===== src/rtl/fetch_queue.sv =====
// Fetch-to-decode instruction buffer: compacts up to IW valid fetch lanes per cycle
// into a circular store and presents the OW oldest entries to the decoder.

package types;
    typedef struct packed {
        logic        valid;
        logic [31:0] pc;
        logic [31:0] instr;
    } fet_bundle_t;
endpackage

module fetch_queue #(
    parameter int DEPTH = 16,
    parameter int IW    = 2,
    parameter int OW    = 2
) (
    input  logic                         clk,
    input  logic                         rstn,
    input  logic                         flush,
    input  types::fet_bundle_t           enq_data [IW],
    output logic                         enq_ready,
    output types::fet_bundle_t           deq_data [OW],
    input  logic [$clog2(OW+1)-1:0]      deq_num,
    output logic [$clog2(DEPTH+1)-1:0]   count
);

    localparam int AW = $clog2(DEPTH);
    localparam int PW = AW + 1;
    localparam int CW = $clog2(DEPTH + 1);
    localparam int KW = $clog2(IW + 1);
    localparam int DW = $clog2(OW + 1);

    logic [PW-1:0]       head_q, head_d;
    logic [PW-1:0]       tail_q, tail_d;
    logic [PW-1:0]       occ;
    types::fet_bundle_t  mem [DEPTH];

    logic                enq_fire;
    logic [KW-1:0]       enq_k;
    logic [KW-1:0]       lane_off [IW];
    logic [IW-1:0]       lane_wr;
    logic [AW-1:0]       lane_idx [IW];
    logic [PW-1:0]       lane_ptr;
    logic [PW-1:0]       deq_lim;
    logic [DW-1:0]       deq_eff;

    // The extra wrap bit makes tail-head the true occupancy, so full and empty differ.
    assign occ       = tail_q - head_q;
    assign count     = CW'(occ);
    assign enq_ready = (PW'(DEPTH) - occ) >= PW'(IW);
    assign enq_fire  = enq_ready & ~flush;

    // Each valid lane lands at tail plus the number of valid lanes below it.
    always_comb begin
        enq_k    = '0;
        lane_ptr = '0;
        for (int i = 0; i < IW; i++) begin
            lane_off[i] = enq_k;
            lane_ptr    = tail_q + PW'(enq_k);
            lane_idx[i] = lane_ptr[AW-1:0];
            lane_wr[i]  = enq_fire & enq_data[i].valid;
            if (enq_data[i].valid) begin
                enq_k = enq_k + KW'(1);
            end
        end
    end

    always_ff @(posedge clk) begin
        for (int i = 0; i < IW; i++) begin
            if (lane_wr[i]) begin
                mem[lane_idx[i]] <= enq_data[i];
            end
        end
    end

    generate
        for (genvar gi = 0; gi < OW; gi++) begin : g_deq
            logic [PW-1:0] rd_ptr;
            assign rd_ptr       = head_q + PW'(gi);
            assign deq_data[gi] = (PW'(gi) < occ) ? mem[rd_ptr[AW-1:0]] : '0;
        end
    endgenerate

    // An over-asking decoder is clamped to what is actually presented.
    always_comb begin
        deq_lim = (occ < PW'(OW)) ? occ : PW'(OW);
        deq_eff = (PW'(deq_num) > deq_lim) ? DW'(deq_lim) : deq_num;
    end

    always_comb begin
        head_d = head_q;
        tail_d = tail_q;
        if (flush) begin
            head_d = '0;
            tail_d = '0;
        end else begin
            head_d = head_q + PW'(deq_eff);
            if (enq_fire) begin
                tail_d = tail_q + PW'(enq_k);
            end
        end
    end

    always_ff @(posedge clk) begin
        if (!rstn) begin
            head_q <= '0;
            tail_q <= '0;
        end else begin
            head_q <= head_d;
            tail_q <= tail_d;
        end
    end

endmodule

===== config.mk =====
export PLATFORM = sky130hd
export DESIGN_NAME = fetch_queue
export DESIGN_NICKNAME = d
export VERILOG_FILES = /design/src/rtl/fetch_queue.sv
export SDC_FILE = /design/constraint.sdc
export NUM_CORES = 2
export LEC_CHECK = 0
export BUFFER_PORTS_ARGS = -buffer_cell sky130_fd_sc_hd__buf_2
export CORE_ASPECT_RATIO = 1.1
export CORE_MARGIN = 2
export CORE_UTILIZATION = 30
export CTS_BUF_LIST = sky130_fd_sc_hd__clkbuf_8 sky130_fd_sc_hd__clkbuf_16
export CTS_CLUSTER_DIAMETER = 40
export DETAILED_ROUTE_END_ITERATION = 7
export SYNTH_ARGS = -nofsm -noshare
export SYNTH_HDL_FRONTEND = slang
export SYNTH_SLANG_ARGS = --single-unit

===== constraint.sdc =====
create_clock -name clk -period 7.3 [get_ports clk]
set_clock_uncertainty 0.05 [all_clocks]
set_input_delay 1.095 -clock clk [delete_from_list [all_inputs] [get_ports clk]]
set_output_delay 1.095 -clock clk [all_outputs]
set_load 0.01 [all_outputs]

==> impl_metrics.tcl <==
set metrics [dict create \
    wire_per_inst_um 32.4 \
    avgViaCountPerCell 5.65 \
    synth.distinct_cells 45 \
    ctsHoldBuffers 0 \
    cts_num_sinks 1050 \
    syn_area_per_cell_um2 17.2 \
    grt_pass1_vias 38847 \
    grt_pass1_wl_mm 303 \
    ios 271 \
    synth_mux_area_share_pct 41.2 \
    critical_path_required_ns 6.15 \
    slew_headroom_pct 19.9 \
    period_share_pct 85.2 \
    die_w_um 438 \
    p_leak_nw 23.8 \
    drc 0 \
    root_buffer "clkbuf_16" \
    die_area_um2 210000 \
    post_dp_cell_area_um2 66100 \
    hold_viol_final 0 \
    synth_compound_area_share_pct 1.94 \
    track_usage_pct 20.2 \
    gr-total-overflow 0 \
    yosysSeqAreaShare_pct 50.7 \
    ys_warn_count 0 \
    p_per_area_nw_per_um2 385 \
    coreArea_um2 206000 \
    cts_resized 0 \
    drive_above_1_share_pct 58.3 \
    first_iter_violations 4030 \
    nets 3902 \
    numCtsBuffers 189 \
    clk_path_buf_depth 3 \
    whs_path_depth 2 \
    synth.ff_latch_count 1050 \
    path_clk_slew_ns 0.05 \
    htreeDepth 4 \
    crit_path_start_kind "flop" \
    final_cell_area_um2 72700 \
    maxSlewViolCount 0 \
    yosys.area_share.simple_pct 2.25 \
    cts_setup_buffers 0 \
    worstSetupPathType "flop to primary output" \
    synthXorXnorAreaFrac_pct 0.141 \
    hp-class "flop to flop" \
    layout_min_cycle_time_ns 6.22 \
    clk_latency_ns 0.83 \
    max-cap-violations 0 \
    port_buffers 270 \
    setup_viol 0 \
    synth_fa_ha_area_share_pct 0.420 \
    vias 37629 \
    hpwl_mm 122 \
    cts_tree "yes" \
    grt_max_degree 139 \
    timing.fmax_ghz 0.161 \
    synth_top_family_by_area "multiplexers" \
    synth_area_um2 62000 \
    syn-num-nets 3769 \
    status "completed" \
    worstMarginPinSlew_ns 1.20 \
    start_util_pct 30.1 \
    final_antenna_net_count 0 \
    gp_congestion 0.771 \
    antenna_found_initial 62 \
    die_height_um 481 \
    arrival_ns 5.08 \
    dr.pass1.iters 5 \
    syn2layout_area_growth_pct 17.3 \
    finalSetupTns_ns 0 \
    ir_worst_vdd_mv 0.446 \
    grt_setup_unrepaired "false" \
    worst_setup_path_end_kind "primary output" \
    synth_cells 3615 \
    ff2ff_path_depth 11 \
    rows 175 \
    worst-path-max-fanout 38 \
    routed_wl_mm 216 \
]
[per-stage QoR]
stage	hold slack (ns)	setup WS [ns]	util, %	cells	total power [mW]
final	0.459	1.08	35.3	6665	28.0
after global routing	0.500	0.748	35.3	6657	29.2
after CTS	0.459	0.905	35.3	6649	28.4
after detailed placement	0.453	1.83	32.1	6300	19.2
after global placement	0.436	1.90	32.1	6300	19.1
after floorplan	0.419	0.257	-	3615	14.5
[worst paths after layout]
kind	slack, ns	endpoint	startpoint
hold / removal	0.46	tail_q[4]	tail_q[4]
hold reg to reg	0.46	tail_q[4]	tail_q[4]
setup / recovery	1.08	deq_data[44]	head_q[2]
setup reg to reg	2.10	mem[15][18]	head_q[2]
[where the power goes]
part           switching, mW  internal (mW)  leakage [nW]
clock network           3.31           5.83          3.27
registers              0.192           7.07          9.47
logic                   6.66           4.96          11.0
[final cells by class]
| type | count | area, µm² |
|---|---|---|
| Inverter | 15 | 62.6 |
| Fill cell | 19362 | 133000 |
| Timing Repair Buffer | 370 | 2330 |
| Tap cell | 2743 | 3430 |
| Antenna cell | 16 | 40.0 |
| Multi-Input combinational cell | 2122 | 28800 |
| Clock buffer | 191 | 4780 |
| Clock inverter | 158 | 1820 |
| Sequential cell | 1050 | 31400 |
[worst max-delay path, stage by stage, from the launching register on]
cell and delay (ns):
dfxtp_1 0.42, inv_6 0.63, ha_1 0.41, a21o_1 0.21
a21oi_2 0.14, xnor2_1 0.14, or2_2 0.37, nor3_2 0.20
buf_4 0.64, buf_4 0.65, a211oi_1 0.12, buf_2 0.20
[registers in the layout (all words and copies together) (netlist names)]
name,flops
mem,1040
tail_q,5
head_q,5
[cell usage in the layout (no fill, tap or decap), types with 4 or more instances in the layout]
cell type,n
clkinv_16,5
diode_2,16
clkinv_4,15
mux2_4,49
bufinv_16,29
buf_4,82
nor2_1,24
mux2i_1,65
xnor2_1,6
a22oi_1,5
nor3_1,4
mux2_2,918
dfxtp_1,7
buf_12,18
nand2b_1,17
mux4_2,585
buf_2,270
clkinvlp_4,19
nor2_4,17
ha_1,15
or2_2,5
clkinv_1,17
a21oi_1,14
nand2_1,18
and2_1,4
clkinv_2,24
inv_1,41
mux2_1,58
nand2_4,8
clkbuf_16,191
edfxtp_1,1040
nand3_1,4
nand3_4,4
nor2b_1,134
a211oi_1,131
inv_6,17
a21oi_4,4
[layer usage]
metal | wire [µm] | track usage, % | vias to the layer above
met4 | 5830 | 6.32 | 26
met2 | 108000 | 34.1 | 1638
met5 | 166 | 0 | -
met1 | 87300 | 26.3 | 20273
li1 | - | - | 15297
met3 | 15400 | 3.66 | 395
[cells by family (layout without fill, tap and decap cells)]
kind of cell	count (synthesis)	after routing
multiplexers	1675	1675
flip-flops	1050	1050
buffers and inverters	443	734
AND/OR/NAND/NOR	251	251
AO/OA/AOI/OAI	167	167
adder cells (fa/ha/maj)	19	19
XOR/XNOR	10	10
other	0	16
[cells in the mapped netlist, drive strengths merged]
master / n / share of area, %
o211a: 1 / 0.016
nand2: 26 / 0.16
nor4: 1 / 0.010
a21oi: 19 / 0.16
xor2: 3 / 0.042
or2: 5 / 0.050
xnor2: 7 / 0.099
clkbuf: 247 / 1.5
and3b: 1 / 0.014
o211ai: 1 / 0.012
inv: 13 / 0.079
clkinv: 2 / 0.014
mux2i: 65 / 1.0
a22oi: 5 / 0.061
o21ai: 4 / 0.032
o221a: 1 / 0.018
a31oi: 1 / 0.010
nor3: 5 / 0.040
mux4: 585 / 21
mux2: 1025 / 19
a211oi: 132 / 1.6
edfxtp: 1040 / 50
nand2b: 17 / 0.17
and2: 4 / 0.040
or3: 3 / 0.030
buf: 181 / 1.8
ha: 16 / 0.32
nor2b: 134 / 1.4
o31ai: 2 / 0.024
nand3b: 1 / 0.012
and3: 3 / 0.030
dfxtp: 10 / 0.32
or4: 2 / 0.024
fa: 3 / 0.097
nand3: 8 / 0.065
a21o: 1 / 0.012
nor2: 41 / 0.25
Power figures use the tool's default switching activity.
